$ cat config.mk
export PLATFORM = sky130hd
export DESIGN_NAME = mips_mc_cu
export DESIGN_NICKNAME = d
export VERILOG_FILES = /design/src/rtl/mips_mc_cu.sv
export SDC_FILE = /design/constraint.sdc
export NUM_CORES = 1
export LEC_CHECK = 0
export CORE_AREA = 2 2 100 102
export DETAILED_ROUTE_END_ITERATION = 8
export DIE_AREA = 0 0 102 104
export PLACE_DENSITY = 0.53
export SYNTH_ARGS = -nofsm -noshare
export SYNTH_HDL_FRONTEND = slang
export SYNTH_SLANG_ARGS = --single-unit
export TNS_END_PERCENT = 100
$ cat constraint.sdc
create_clock -name i_clk -period 2.5 [get_ports i_clk]
set_input_delay 0.25 -clock i_clk [delete_from_list [all_inputs] [get_ports i_clk]]
set_output_delay 0.25 -clock i_clk [all_outputs]
set_load 0.05 [all_outputs]
$ cat src/rtl/mips_mc_cu.sv
// Multicycle MIPS control unit: sequences FETCH/DECODE/EXEC/MEM/WB over one shared
// memory port with a ready handshake, memory timeout, sticky trap state and retire counter.
module mips_mc_cu #(
    parameter int OPCODE_WIDTH = 6,
    parameter int MEM_TIMEOUT  = 16,
    parameter int CNT_WIDTH    = 32
) (
    input  logic                    i_clk,
    input  logic                    i_rst_n,
    input  logic [OPCODE_WIDTH-1:0] i_opcode,
    input  logic                    i_mem_ready,
    input  logic                    i_trap_clr,
    output logic                    o_pc_en,
    output logic                    o_ir_en,
    output logic                    o_mem_req,
    output logic                    o_mem_we,
    output logic                    o_mem_addr_src,
    output logic                    o_rw_en,
    output logic                    o_raddr_dst,
    output logic [1:0]              o_dsrs_out,
    output logic                    o_extend_operation,
    output logic                    o_srs_alu_b,
    output logic                    o_jmp_en,
    output logic                    o_beq_en,
    output logic                    o_bne_en,
    output logic                    o_wrong_instruction,
    output logic                    o_bus_error,
    output logic [2:0]              o_state,
    output logic [CNT_WIDTH-1:0]    o_retired
);

    typedef enum logic [2:0] {
        S_IDLE   = 3'd0,
        S_FETCH  = 3'd1,
        S_DECODE = 3'd2,
        S_EXEC   = 3'd3,
        S_MEM    = 3'd4,
        S_WB     = 3'd5,
        S_TRAP   = 3'd6
    } state_t;

    typedef enum logic [3:0] {
        C_NONE    = 4'd0,
        C_RTYPE   = 4'd1,
        C_JMP     = 4'd2,
        C_BEQ     = 4'd3,
        C_BNE     = 4'd4,
        C_ADDI    = 4'd5,
        C_SLTI    = 4'd6,
        C_ITYPE   = 4'd7,
        C_LW      = 4'd8,
        C_SW      = 4'd9,
        C_COPR    = 4'd10,
        C_ILLEGAL = 4'd11
    } class_t;

    localparam int                WAIT_W     = (MEM_TIMEOUT > 1) ? $clog2(MEM_TIMEOUT) : 1;
    localparam logic [WAIT_W-1:0] WAIT_LIMIT = WAIT_W'(MEM_TIMEOUT - 1);

    // Opcode classification; OPCODE_WIDTH must be at least 6, wider opcodes need zero upper bits.
    function automatic class_t f_decode(input logic [5:0] op);
        class_t c;
        casez (op)
            6'b000000: c = C_RTYPE;
            6'b000010: c = C_JMP;
            6'b000100: c = C_BEQ;
            6'b000101: c = C_BNE;
            6'b001000: c = C_ADDI;
            6'b00101?: c = C_SLTI;
            6'b0011??: c = C_ITYPE;
            6'b100011: c = C_LW;
            6'b101011: c = C_SW;
            6'b010000: c = C_COPR;
            default:   c = C_ILLEGAL;
        endcase
        return c;
    endfunction

    state_t              r_state;
    state_t              w_state_next;
    class_t              r_class;
    class_t              w_dec_class;
    logic [WAIT_W-1:0]   r_wait;
    logic                r_wrong_instr;
    logic                r_bus_err;
    logic [CNT_WIDTH-1:0] r_retired;
    logic                w_retire;
    logic                w_timeout;
    logic                w_waiting;
    logic                w_imm;
    logic                w_sext;

    assign w_dec_class = ((i_opcode >> 6) != '0) ? C_ILLEGAL : f_decode(i_opcode[5:0]);
    assign w_waiting   = ((r_state == S_FETCH) || (r_state == S_MEM)) && !i_mem_ready;
    assign w_timeout   = (MEM_TIMEOUT != 0) && w_waiting && (r_wait == WAIT_LIMIT);
    assign w_imm       = r_class inside {C_ADDI, C_SLTI, C_LW, C_SW, C_ITYPE};
    assign w_sext      = r_class inside {C_ADDI, C_SLTI, C_LW, C_SW};

    // State register.
    always_ff @(posedge i_clk or negedge i_rst_n) begin
        if (!i_rst_n) begin
            r_state <= S_IDLE;
        end else begin
            r_state <= w_state_next;
        end
    end

    // Next-state logic and retire strobe.
    always_comb begin
        w_state_next = r_state;
        w_retire     = 1'b0;
        case (r_state)
            S_IDLE: begin
                w_state_next = S_FETCH;
            end
            S_FETCH: begin
                if (i_mem_ready) begin
                    w_state_next = S_DECODE;
                end else if (w_timeout) begin
                    w_state_next = S_TRAP;
                end else begin
                    w_state_next = S_FETCH;
                end
            end
            S_DECODE: begin
                if (w_dec_class == C_ILLEGAL) begin
                    w_state_next = S_TRAP;
                end else begin
                    w_state_next = S_EXEC;
                end
            end
            S_EXEC: begin
                case (r_class)
                    C_JMP, C_BEQ, C_BNE: begin
                        w_state_next = S_FETCH;
                        w_retire     = 1'b1;
                    end
                    C_LW, C_SW:                          w_state_next = S_MEM;
                    C_RTYPE, C_ADDI, C_SLTI, C_ITYPE,
                    C_COPR:                              w_state_next = S_WB;
                    default:                             w_state_next = S_FETCH;
                endcase
            end
            S_MEM: begin
                if (i_mem_ready) begin
                    if (r_class == C_SW) begin
                        w_state_next = S_FETCH;
                        w_retire     = 1'b1;
                    end else begin
                        w_state_next = S_WB;
                    end
                end else if (w_timeout) begin
                    w_state_next = S_TRAP;
                end else begin
                    w_state_next = S_MEM;
                end
            end
            S_WB: begin
                w_state_next = S_FETCH;
                w_retire     = 1'b1;
            end
            S_TRAP: begin
                if (i_trap_clr) begin
                    w_state_next = S_FETCH;
                end else begin
                    w_state_next = S_TRAP;
                end
            end
            default: begin
                w_state_next = S_IDLE;
            end
        endcase
    end

    // Memory wait counter: restarts on every state change, counts stalled request cycles.
    always_ff @(posedge i_clk or negedge i_rst_n) begin
        if (!i_rst_n) begin
            r_wait <= '0;
        end else if (w_state_next != r_state) begin
            r_wait <= '0;
        end else if (w_waiting) begin
            r_wait <= r_wait + WAIT_W'(1);
        end else begin
            r_wait <= r_wait;
        end
    end

    // Opcode class captured in DECODE; drives all later-state controls.
    always_ff @(posedge i_clk or negedge i_rst_n) begin
        if (!i_rst_n) begin
            r_class <= C_NONE;
        end else if (r_state == S_DECODE) begin
            r_class <= w_dec_class;
        end else begin
            r_class <= r_class;
        end
    end

    // Sticky trap flags, released only by i_trap_clr while trapped.
    always_ff @(posedge i_clk or negedge i_rst_n) begin
        if (!i_rst_n) begin
            r_wrong_instr <= 1'b0;
            r_bus_err     <= 1'b0;
        end else if ((r_state == S_TRAP) && i_trap_clr) begin
            r_wrong_instr <= 1'b0;
            r_bus_err     <= 1'b0;
        end else begin
            r_wrong_instr <= r_wrong_instr | ((r_state == S_DECODE) && (w_dec_class == C_ILLEGAL));
            r_bus_err     <= r_bus_err | w_timeout;
        end
    end

    // Retired-instruction counter, wraps naturally.
    always_ff @(posedge i_clk or negedge i_rst_n) begin
        if (!i_rst_n) begin
            r_retired <= '0;
        end else if (w_retire) begin
            r_retired <= r_retired + CNT_WIDTH'(1);
        end else begin
            r_retired <= r_retired;
        end
    end

    // Datapath controls from state and latched class; FETCH enables follow ready.
    always_comb begin
        o_pc_en            = 1'b0;
        o_ir_en            = 1'b0;
        o_mem_req          = 1'b0;
        o_mem_we           = 1'b0;
        o_mem_addr_src     = 1'b0;
        o_rw_en            = 1'b0;
        o_raddr_dst        = 1'b0;
        o_dsrs_out         = 2'b00;
        o_extend_operation = 1'b0;
        o_srs_alu_b        = 1'b0;
        o_jmp_en           = 1'b0;
        o_beq_en           = 1'b0;
        o_bne_en           = 1'b0;
        case (r_state)
            S_FETCH: begin
                o_mem_req = 1'b1;
                o_ir_en   = i_mem_ready;
                o_pc_en   = i_mem_ready;
            end
            S_EXEC: begin
                o_srs_alu_b        = w_imm;
                o_extend_operation = w_sext;
                o_jmp_en           = (r_class == C_JMP);
                o_pc_en            = (r_class == C_JMP);
                o_beq_en           = (r_class == C_BEQ);
                o_bne_en           = (r_class == C_BNE);
            end
            S_MEM: begin
                o_mem_req          = 1'b1;
                o_mem_addr_src     = 1'b1;
                o_extend_operation = 1'b1;
                o_srs_alu_b        = 1'b1;
                o_mem_we           = (r_class == C_SW);
            end
            S_WB: begin
                o_rw_en            = (r_class != C_COPR);
                o_raddr_dst        = (r_class == C_RTYPE);
                o_dsrs_out         = (r_class == C_LW)   ? 2'b01 :
                                     (r_class == C_COPR) ? 2'b10 : 2'b00;
                o_srs_alu_b        = w_imm;
                o_extend_operation = w_sext;
            end
            default: begin
                o_pc_en = 1'b0;
            end
        endcase
    end

    assign o_wrong_instruction = r_wrong_instr;
    assign o_bus_error         = r_bus_err;
    assign o_state             = r_state;
    assign o_retired           = r_retired;

endmodule
Yosys cells after proc, flatten, opt, wreduce, memory -nomap -nowiden
Cells that the tools add are included.
- flip-flop bits (word level): 45
- input port bits: 10
- output and inout port bits: 51
- reductions and logical operators: 17
- multiplexer cells: 33
- bitwise operators: 2
- eq/ne operators: 29
- $add $sub $neg: 2
- operators by type and width (operator ; number):
    $pmux W4 S10 ; 1
    $add A32 B1 Y32 const B ; 1
    $eq A4 B4 Y1 const B ; 5
    $mux W3 ; 6
    $pmux W3 S6 ; 1
    $eq A4 B3 Y1 const B ; 4
    $mux W1 ; 14
    $eq A4 B2 Y1 const B ; 3
    $eq A6 B3 Y1 const B ; 2
    $eq A6 B6 Y1 const B ; 2
    $eq A3 B3 Y1 const B ; 3
    $mux W2 ; 4
    $mux W4 ; 2
    $reduce_or A2 Y1 ; 4
    $eq A3 B2 Y1 const B ; 2
    $eq A6 B2 Y1 const B ; 1
    $eq A6 B4 Y1 const B ; 1
    $eq A6 B5 Y1 const B ; 1
    $logic_not A6 Y1 ; 1
    $pmux W1 S2 ; 3
    $pmux W3 S2 ; 1
    $eq A5 B3 Y1 const B ; 1
    $reduce_bool A5 Y1 ; 1
    $reduce_or A5 Y1 ; 1
    14 further kinds ; 18

Depth between registers and ports, before layout
- depth in word-level cells: 9
- depth in mapped cells: 8
- gate-level depth less buffers: 6

Worst setup path before layout
OpenSTA, ideal clock, no wires.
- kind: reg-to-output
- from: register r_state[2], in the netlist o_state[2]
- to: output o_pc_en
- setup slack: -872 ps
- required time: 2250 ps
- path buffers: 1
- arrival time: 3122 ps
- stages on the path, launching flop included: 5
- path through: dfrtp_1 -> buf_2 -> nand3b_1 -> nor4_1 -> or2_1
- word-level cells in the longest chain between the ends: 2
- ends and longest elaborated chain (what ; RTL line ; text):
    from (decl) ; 79 ; state_t r_state;
    from (signal assigned) ; 104 ; r_state <= w_state_next;
    $eq A3 B2 Y1 / $eq A3 B1 Y1 (equally long branches) ; 239 ; case (r_state)
    $pmux W1 S2 * ; 239 ;
    to (decl) ; 13 ; output logic o_pc_en,
Mark *: on every way between the ends. The rest lies on a longest branch, timed or not.

Worst setup path in the final report
- from: register r_state[2], in the netlist o_state[2]
- to: output o_srs_alu_b
- word-level cells in the longest chain between the ends: 3
- ends and longest elaborated chain (what ; RTL line ; text):
    $eq A3 B2 Y1 / $eq A3 B3 Y1 (equally long branches) ; 239 ;
    $reduce_or A2 Y1 (no line) ; -- ;
    $pmux W1 S2 * ; 239 ;
    to (decl) ; 22 ; output logic o_srs_alu_b,
Marks and branches as above.

==> results.md <==
* Worst Tran Pin Value at between 600 and 700 ps
* CTS Buf Count at 5
* First-pass GRT wire length at 11200 µm
* Synth Area in XOR/XNOR at a little over a tenth
* Hold Fails Final Rpt at 0
* Final period utilization at 91.0%
* Final Power at 2.90 mW
* First-pass DRT Iterations at 4
* Seq/Total Area, Yosys at roughly 40%
* Ys Warns at 0
* Final WL at 6610 µm
* Share of cells above drive strength 1 at 18.1%
* Pleak at around 1.6 nW
* Synth Area in Compound Gates at 11.0%
* Crit end category: output pin
* Ant. Diodes at 0
* Most frequent cells in the layout: clkdlybuf4s50_1 (46), dfrtp_1 (44), nand2_1 (24), xor2_1 (24), nor2_1 (23)
* CTS tree: yes
* Hold crit path type: flop to flop
* Largest net degree at the start of global routing at 29
* Number of vias in the routed layout at 2308
* Register area at approximately 1100 µm²
* Mux share of post-synthesis cell area at 1.83%
* Layout Area Growth over Synthesis at 33.1%
* Chip Height at roughly 100 µm
* Synth Area in Adders at 0.892%
* Fin cells at 493
* Final core occ at 39.1%
* Starting Density at 29.4%
* Gr usage total at 12.9%
* Critical Path Source Type: flop
* Clk Latency, worst-skew pair at about 290 ps
* Yosys top cell area share at 40.1%
* I/O pin count at a little over 60
* WP data arrival at between 2000 and 2500 ps
* CP max stage cell: dfrtp_1
* Mean number of vias per cell at 4.68
* Post-route ant nets at 0
* Cell variety after synth at 58
* Final setup viols at 0
* Core area at 9550 µm²
* Clock Path Buffers at 2
* Synth Instances at around 290
* Post-synth EDFFs at 0
* Commonest non-fill, non-tap cell in the layout: clkdlybuf4s50_1
* Setup WS pre-CTS at 184 ps
* Final Max Tran Viols at 0
* Largest family of logic cells by synthesized area: simple AND/OR/NAND/NOR gates
* Highest net fanout along the worst path at 19
* Number of fill cells at 984
* Async SR Flop Fraction at between 90% and 100%
* Per-cell routed wire length at ~13 µm
* Vias in the first global route at 2216
* PortBufs at 60
* Worst setup path class: flop to output pin
* Unrepaired setup endpoints after global routing: no
* Seq cells post-synth at 45
* Status: finished clean
* CP required at ~2300 ps
* Clock Sinks at 45
* H-tree levels at 2
* Site Rows at 36
* Fmax at between 0.4 and 0.5 GHz
* GPL Wtd Cong at 0.852
* Simple-gate area share of the yosys netlist at 30.2%
* Avg Inst Size Synth at 9.58 µm²
* # DRC at 0
* Net count after synthesis at 305
* Area leader, netlist: dfrtp_1
* Post-Route Setup TNS at 0 ps
* Rel. slew slack at 57.7%
* Die footprint at 10600 µm²
* Peak VDD IR at 346 µV
* CTS clk-pin slew, worst paths at 80 ps
* Die W at 102 µm
* Final min period at 2280 ps
* Initial antenna violation count at 0
* Area contributors post-synth: dfrtp_1 (40%), xor2_1 (7.5%), nor3_2 (3.9%)
* Grt ovf at 0
* Initial DRC Count at 74
* Cell chain of the critical path: buf_4 > nand3b_1 > a2bb2o_1 > o21ai_2 > or2_1 > buf_12
* Max incr delay on CP at 410 ps
* HPWL Detailed at 4980 µm
* Max_cap viols at 0
* Placed Instances at 485
* Root buf cell: clkbuf_8
* Cell Area, Synth at 2810 µm²
* Layout Nets at 372
* Final Skew at 6.97 ps
* Final WS setup at 224 ps
* Main synth FF type: dfrtp_1
* Power Density at between 700 and 800 nW/µm²
* Multi-input gate area at ~1600 µm²
## synthesized netlist by cell type, types with 3 or more instances
cell type / number
nand3_1: 12
nor2b_1: 7
o21ai_0: 6
dfrtp_1: 45
xor2_1: 24
or2_1: 4
nor3_2: 11
nand2_1: 24
nor3b_1: 4
buf_6: 4
inv_1: 12
xnor2_1: 11
nand2b_1: 5
buf_2: 7
a31oi_1: 3
mux2i_1: 4
nor2_1: 23
and3_1: 7
nor3_1: 9
and4_1: 3
a21oi_1: 6
o21ai_1: 5
nand3b_1: 5
nor4_1: 8
## metrics by stage
stage,area (µm²),hold WS (ps)
3_5_place_dp,3640,315
3_3_place_gp,3640,307
4_1_cts,3730,501
2_1_floorplan,2850,-45.6
5_1_grt,3730,528
6_report,3730,495
## timing repair
item,CTS,global route
hold buffers,1,0
endpoints found under the hold margin,26,0
buffers inserted,0,0
resized for setup,0,1
setup endpoints to repair,0,1
## critical path: cells and delay by family, from the launching register on
kind | cells | cell delay (ps)
flip-flops | 1 | 410
buffers and inverters | 2 | 350
AO/OA/AOI/OAI | 2 | 470
AND/OR/NAND/NOR | 2 | 500
## layout make-up
type                            instances  share of cell area, %
Multi-Input combinational cell        221                   42.4
Sequential cell                        45                   30.2
Timing Repair Buffer                   74                   19.3
Tap cell                              133                   4.46
Clock buffer                            7                   2.31
Inverter                               13                   1.31
## where the power goes
group	switching (mW)	internal [mW]
combinational	0.914	0.538
sequential	0.167	0.819
clock	0.237	0.220
## worst paths after layout
| kind | startpoint | to | slack, ps | cells past startpoint |
|---|---|---|---|---|
| max | o_state[2] | o_srs_alu_b | 220 | 6 |
| min | o_retired[5] | o_retired[5] | 500 | 1 |
| max reg2reg | r_class[2] | o_retired[31] | 340 | 6 |
| min reg2reg | o_retired[5] | o_retired[5] | 500 | 1 |
| max in group asynchronous | i_rst_n | o_retired[4] | 1400 | 3 |
| min in group asynchronous | i_rst_n | o_retired[8] | 510 | 2 |
## sequential cells by signal (all words and copies together), names as in the netlist
| name | count |
|---|---|
| o_bus_error | 1 |
| o_retired | 32 |
| o_state | 3 |
| o_wrong_instruction | 1 |
| r_class | 4 |
| r_wait | 4 |
## metal layers
layer  wire length (µm)  up-vias  track usage [%]
met5                  0        -                0
met4                 32        0             2.00
met3                369        4             3.16
met2               3000       51             20.3
met1               3210     1088             18.1
li1                   -     1165                -
## cell families after synthesis
logic type               after synthesis
adder cells (fa/ha/maj)                2
AO/OA/AOI/OAI                         40
XOR/XNOR                              35
flip-flops                            45
AND/OR/NAND/NOR                      139
multiplexers                           5
buffers and inverters                 27
Note: power is estimated with default switching activity, not from simulation.
